### config.mk
export PLATFORM = sky130hd
export DESIGN_NAME = dmp_cfg_ctrl
export DESIGN_NICKNAME = d
export VERILOG_FILES = /design/src/rtl/dmp_cfg_ctrl.sv
export SDC_FILE = /design/constraint.sdc
export NUM_CORES = 1
export LEC_CHECK = 0
export ABC_AREA = 1
export CAP_MARGIN = 0
export CORE_MARGIN = 5
export CORE_UTILIZATION = 44
export DETAILED_ROUTE_END_ITERATION = 8
export PLACE_DENSITY_LB_ADDON = 0.25
export SLEW_MARGIN = 0
export SYNTH_ARGS = -nofsm -noshare
export SYNTH_HDL_FRONTEND = slang
export SYNTH_SLANG_ARGS = --single-unit
### constraint.sdc
create_clock -name clk_i -period 1.7 [get_ports clk_i]
set_input_delay 0.34 -clock clk_i [delete_from_list [all_inputs] [get_ports clk_i]]
set_output_delay 0.34 -clock clk_i [all_outputs]
set_load 0.01 [all_outputs]
### src/rtl/dmp_cfg_ctrl.sv
// DMP programming block: per-entry dmpcfg registers, CSR valid/ready access port,
// and the drain/commit/flush sequencer for current-domain switches.
module dmp_cfg_ctrl #(
    parameter int  NR_ENTRIES = 8,
    localparam int IDX_W      = $clog2(NR_ENTRIES)
) (
    input  logic                    clk_i,
    input  logic                    rst_i,
    input  logic                    csr_req_valid_i,
    output logic                    csr_req_ready_o,
    input  logic                    csr_we_i,
    input  logic [IDX_W-1:0]        csr_idx_i,
    input  logic [7:0]              csr_wdata_i,
    output logic                    csr_rsp_valid_o,
    output logic [7:0]              csr_rdata_o,
    input  logic                    dom_sw_req_i,
    input  logic [1:0]              dom_sw_target_i,
    input  logic                    lsu_idle_i,
    output logic                    dom_sw_ack_o,
    output logic                    dom_sw_err_o,
    output logic                    flush_o,
    output logic [1:0]              curdom_o,
    output logic [NR_ENTRIES*8-1:0] dmpconf_o
);

    localparam logic [1:0] DOMI      = 2'd3;
    localparam logic [7:0] CFG_RESET = 8'h03;

    typedef enum logic [1:0] {
        ST_IDLE   = 2'd0,
        ST_DRAIN  = 2'd1,
        ST_COMMIT = 2'd2
    } state_e;

    // Only L and the domain field are implemented; the WARL middle bits read as zero.
    function automatic logic [7:0] warl_cfg(input logic [7:0] wdata);
        return {wdata[7], 5'b00000, wdata[1:0]};
    endfunction

    state_e         state_r, state_nx_s;
    logic [7:0]     cfg_r [NR_ENTRIES];
    logic [1:0]     curdom_r, tgt_r;
    logic           ack_r, err_r, flush_r, rsp_r, ready_r;
    logic [7:0]     rdata_r;
    logic           ack_nx_s, err_nx_s, flush_nx_s;
    logic           csr_acc_s, idx_ok_s;
    logic [7:0]     cur_cfg_s, new_cfg_s;
    logic           sw_new_s, sw_same_s, sw_refuse_s;

    // The ack cycle still sees req high; it must not count as a fresh request.
    assign sw_new_s    = dom_sw_req_i & ~ack_r;
    assign sw_same_s   = (dom_sw_target_i == curdom_r);
    assign sw_refuse_s = (curdom_r != DOMI) & (dom_sw_target_i == DOMI);

    assign csr_acc_s = csr_req_valid_i & ready_r;
    assign idx_ok_s  = (int'(csr_idx_i) < NR_ENTRIES);
    assign cur_cfg_s = idx_ok_s ? cfg_r[csr_idx_i] : 8'h00;

    // Entry value after this access: locked entries and reads keep the old value.
    always_comb begin
        new_cfg_s = cur_cfg_s;
        if (csr_we_i && idx_ok_s && !cur_cfg_s[7]) begin
            new_cfg_s = warl_cfg(csr_wdata_i);
        end else begin
            new_cfg_s = cur_cfg_s;
        end
    end

    // FSM state register.
    always_ff @(posedge clk_i) begin
        if (rst_i) begin
            state_r <= ST_IDLE;
        end else begin
            state_r <= state_nx_s;
        end
    end

    // FSM next-state logic.
    always_comb begin
        state_nx_s = state_r;
        case (state_r)
            ST_IDLE: begin
                if (sw_new_s && !sw_same_s && !sw_refuse_s) begin
                    state_nx_s = ST_DRAIN;
                end else begin
                    state_nx_s = ST_IDLE;
                end
            end
            ST_DRAIN: begin
                if (lsu_idle_i) begin
                    state_nx_s = ST_COMMIT;
                end else begin
                    state_nx_s = ST_DRAIN;
                end
            end
            ST_COMMIT: state_nx_s = ST_IDLE;
            default:   state_nx_s = ST_IDLE;
        endcase
    end

    // FSM output logic: next values of the registered pulses, so COMMIT sees ack+flush.
    always_comb begin
        ack_nx_s   = 1'b0;
        err_nx_s   = 1'b0;
        flush_nx_s = 1'b0;
        case (state_r)
            ST_IDLE: begin
                if (sw_new_s) begin
                    ack_nx_s = sw_same_s | sw_refuse_s;
                    err_nx_s = ~sw_same_s & sw_refuse_s;
                end else begin
                    ack_nx_s = 1'b0;
                    err_nx_s = 1'b0;
                end
            end
            ST_DRAIN: begin
                ack_nx_s   = lsu_idle_i;
                flush_nx_s = lsu_idle_i;
            end
            ST_COMMIT: begin
                ack_nx_s   = 1'b0;
                flush_nx_s = 1'b0;
            end
            default: begin
                ack_nx_s   = 1'b0;
                flush_nx_s = 1'b0;
            end
        endcase
    end

    // Datapath and registered outputs.
    always_ff @(posedge clk_i) begin
        if (rst_i) begin
            for (int i = 0; i < NR_ENTRIES; i++) begin
                cfg_r[i] <= CFG_RESET;
            end
            curdom_r <= DOMI;
            tgt_r    <= DOMI;
            ack_r    <= 1'b0;
            err_r    <= 1'b0;
            flush_r  <= 1'b0;
            rsp_r    <= 1'b0;
            rdata_r  <= 8'h00;
            ready_r  <= 1'b1;
        end else begin
            ack_r   <= ack_nx_s;
            err_r   <= err_nx_s;
            flush_r <= flush_nx_s;
            rsp_r   <= csr_acc_s;
            // No accept in the cycle after an accept, and none outside IDLE.
            ready_r <= (state_nx_s == ST_IDLE) & ~csr_acc_s;
            if (csr_acc_s) begin
                rdata_r <= new_cfg_s;
                if (idx_ok_s) begin
                    cfg_r[csr_idx_i] <= new_cfg_s;
                end else begin
                    rdata_r <= 8'h00;
                end
            end else begin
                rdata_r <= rdata_r;
            end
            if (state_r == ST_IDLE && state_nx_s == ST_DRAIN) begin
                tgt_r <= dom_sw_target_i;
            end else begin
                tgt_r <= tgt_r;
            end
            if (state_r == ST_COMMIT) begin
                curdom_r <= tgt_r;
            end else begin
                curdom_r <= curdom_r;
            end
        end
    end

    for (genvar g = 0; g < NR_ENTRIES; g++) begin : g_conf
        assign dmpconf_o[g*8 +: 8] = cfg_r[g];
    end

    assign csr_req_ready_o = ready_r;
    assign csr_rsp_valid_o = rsp_r;
    assign csr_rdata_o     = rdata_r;
    assign dom_sw_ack_o    = ack_r;
    assign dom_sw_err_o    = err_r;
    assign flush_o         = flush_r;
    assign curdom_o        = curdom_r;

endmodule

=== Word level (Yosys, flattened, before mapping) ===
Memory sizes are Yosys's and may differ from the RTL's.
Index checks and enable logic that the tools add are counted.

* Input port bits: 19
* Logic and storage cells: 54
* Bits in registers: 19
* Memories: 1
* Memory bits (writable): 64

{| class="wikitable"
|+ Memories
! memory !! words !! width !! rd ports !! clocked after memory_dff !! wr ports !! line !! text
|-
| cfg_r || 8 || 8 || 9 || 0 || 8 || 41 || <nowiki>logic [7:0] cfg_r [NR_ENTRIES];</nowiki>
|}

* Eq/ne operators: 6
* Multiplexer cells: 14
* Bitwise logic cells: 12
* Reductions and logical operators: 12

{| class="wikitable"
|+ Operators by type and width
! kind !! count
|-
| 8-bit 2-to-1 mux || 2
|-
| 1-bit 2-to-1 mux || 8
|-
| 8-bit OR reduction || 1
|-
| 1-bit inverter || 6
|-
| 1-bit bitwise AND || 5
|-
| 2-bit by 1-bit == test with 1-bit output (second input constant) || 2
|-
| 2-bit == test (second input constant) || 2
|-
| 1-bit logical AND || 4
|-
| 2-bit zero test || 2
|-
| 2-bit case mux with 2 select lines || 1
|-
| 1-bit zero test || 3
|-
| 3-bit 2-to-1 mux || 1
|-
| 3-bit OR reduction || 1
|-
| 2-bit == test || 1
|-
| 2-bit 2-to-1 mux || 1
|-
| 2-bit inequality test (second input constant) || 1
|-
| 1-bit case mux with 2 select lines || 1
|-
| 2-bit OR reduction || 1
|-
| 1-bit OR || 1
|}

=== Depth between registers and ports, before layout ===
* Depth after elaboration: 8
* Depth in mapped cells: 11
* Mapped depth without buffers: 11

=== Least setup slack after synthesis ===
Ideal clock, no wire load.

* Kind: input -> register
* From: input port rst_i
* To: memory cfg_r[2][0], enable pin
* Arrival: 1381 ps
* Cell stages on the path: 6
* Buffers on the path: 1
* Data required time: 1371 ps
* Path slack: -10 ps
* Library setup time: 329 ps
* Cells stage by stage: buf_2 -> nor2_1 -> inv_1 -> nor3_1 -> inv_1 -> nand2_1

{| class="wikitable"
|+ RTL lines
! item !! line !! text
|-
| from (decl) || 8 || <nowiki>input logic rst_i,</nowiki>
|-
| to (decl) || 41 ||
|}

==> metrics.txt <==
met3 usage in global routing under 10%; # diodes 0; die height around 100 um; max-slew violations 0; Synth Warn # 0; GR met1 Demand/Resource just under 30%; Clock Tree Buf Depth 2; Slew headroom 79.4%; setup ws final -0.0458 ns; DRT Pass-1 Iters 6; gpl congestion 0.913; fin cells slightly below 700; TritonCTS clock tree done; Setup crit end kind flop; leakage between 2 and 2.5 nW; number of routed nets with antenna violations 0; Synth Register Bits just over 80; max frequency around 570 MHz; post-route cell area roughly 5800 um^2; Mapped Area 3850 um^2; Starting Density between 40% and 50%; most common cell after layout, fill and taps aside clkdlybuf4s50_1; clock period minus worst slack between 1.5 and 2 ns; Min-Delay Path Class flop to flop; layout cells sized above 1 approximately a quarter; Netlist cell types 32; DRC 0; post-layout util roughly two thirds; Worst Path Buf+Inv 3; crit share post-route 103%; outcome finished with violations; Slowest cell on crit path or2_2; CP most frequent cell buf_12; row count 34; Avg WL per Cell 17.3 um; Iter 0 DRT Violations 282; FILL cells approximately 710; average vias per placed instance ~5.3; Port Buffers 92; met2 usage a little under two fifths; largest net degree at the start of global routing 21; Die ar. 10700 um^2; vias post-DR 3606; Clock Skew 0.0103 ns; Peak VDD IR about 0.5 mV; Avg Synthesized Cell Area between 9 and 10 um^2; initial antenna violation count 0; Root Buffer clkbuf_8; Final TNS setup -0.249 ns; most frequent cells in the layout clkdlybuf4s50_1 (85), nand2_1 (83), buf_4 (71), nor2_1 (69), edfxtp_1 (64); clk_lat worst skew 0.36 ns; total wire length ~12 mm; total track usage 22.8%; Synth area leaders edfxtp_1 (50%), dfxtp_1 (9.9%), nand2_1 (8.3%); Worst setup SP type primary input; global-route wire length before repair 19.1 mm; CP peak stage delay 0.30 ns; CP Max Fanout 20; Die X 104 um; busiest grt layer met2; total global routing overflow 0; DP HPWL 8.79 mm; Synth Net Count 420; DP Area approximately 5400 um^2; vias in the first global route 3611; WP data required ~1.8 ns; critical path arrival 1.87 ns; post-synth top area share about 50%; violated checks negative setup slack; RSZ-0062 raised after global routing yes; num ports slightly below 100; TritonCTS buffer count 9; maxcap violations 0; H-tree Lvls 3; Area Growth Syn to Fin 49.7%; P per Cell Area 786 nW/um^2; sequential share of the synthesized area around three fifths; count of final hold-check violations 0; WS Path Type primary input to flop; Placed Cells around 660; Setup Viol. Count Final 8; Post-Syn Instances between 400 and 500; Core ar. around 8600 um^2; Sink Count 83; biggest area consumer among synthesized cells edfxtp_1; CTS clk-pin slew, worst paths roughly 0.080 ns; CP cell instances clkdlybuf4s15_1 -> buf_12 -> or2_2 -> o211ai_1 -> nand3_1 -> o21ai_4 -> buf_12 -> nor2_1; CP top delay family buffers and inverters; nets@finish 592; reg-to-reg slack, setup 0 ns; Worst Tran Pin Value slightly above 0.3 ns; Pwr Total between 4 and 5 mW
-- kinds of logic after synthesis --
family,Yosys count,share of synthesized area [%]
buffers and inverters,54,6.08
AO/OA/AOI/OAI,27,4.75
AND/OR/NAND/NOR,237,29.4
flip-flops,83,59.8
-- path summary, 6_finish.rpt --
kind / from / cells after the start / to
worst max-delay path: csr_idx_i[0] / 8 / cfg_r[2][6]
worst min-delay path: curdom_o[0] / 1 / dom_sw_err_o
worst max register to register: cfg_r[1][7] / 10 / cfg_r[2][6]
worst min register to register: curdom_o[0] / 1 / dom_sw_err_o
-- per-layer routing --
metal | share of wire [%] | vias to the layer above
met4 | 2.3 | 0
met1 | 41 | 1743
li1 | - | 1674
met2 | 50 | 170
met3 | 7.2 | 19
met5 | 0 | -
-- timing repair --
item | in CTS | in global routing
hold buffers | 0 | 0
gates resized for setup | 12 | 25
setup buffers | 3 | 4
setup endpoints to repair | 128 | 115
pin swaps | 5 | 6
-- cell type report --
class | count | area (um^2) | share of cell area [%]
Clock buffer | 12 | 145 | 2.52
Clock inverter | 4 | 26.3 | 0.456
Inverter | 45 | 171 | 2.98
Multi-Input combinational cell | 264 | 1400 | 24.3
Sequential cell | 83 | 2300 | 40.0
Tap cell | 108 | 135 | 2.35
Timing Repair Buffer | 170 | 1580 | 27.5
-- report_power, final --
part	total (mW)	internal [mW]	switching (mW)
clock network	1.27	0.569	0.704
logic	0.923	0.426	0.496
registers	2.33	2.27	0.0601
total	4.53	3.27	1.26
-- stage by stage --
stage / hold slack [ns] / setup slack (ns)
finish: 0.472 / -0.0458
global route: 0.499 / -0.0818
CTS: 0.497 / 0.00606
detailed placement: 0.478 / -0.598
global placement: 0.470 / -0.566
floorplan: 0.447 / -0.0104
-- cells in the mapped netlist --
cell type  instances
a211oi_1           1
a21oi_1            2
a21oi_2            5
a31o_2             1
buf_2              4
buf_4              1
buf_6              3
clkbuf_1           1
clkinv_1           1
dfxtp_1           19
edfxtp_1          64
inv_1             41
inv_2              3
nand2_1           85
nand2_2            2
nand2_4            5
nand2_8            3
nand3_1           45
nand3_2            5
nand3b_1           1
nand4_1            1
nor2_1            75
nor2_2             1
nor2_4             2
nor3_1             5
nor3_2             2
nor3b_2            1
o211ai_1           3
o21ai_0           11
o21ai_4            1
o22ai_1            3
or2_2              4
-- flip-flops by register name, indices dropped and copies added (netlist names) --
signal	count
cfg_r	64
dom_sw_err_o	1
csr_rdata_o	8
tgt_r	2
state_r	2
dom_sw_ack_o	1
csr_req_ready_o	1
flush_o	1
csr_rsp_valid_o	1
curdom_o	2
(Power assumes the default switching activity.)
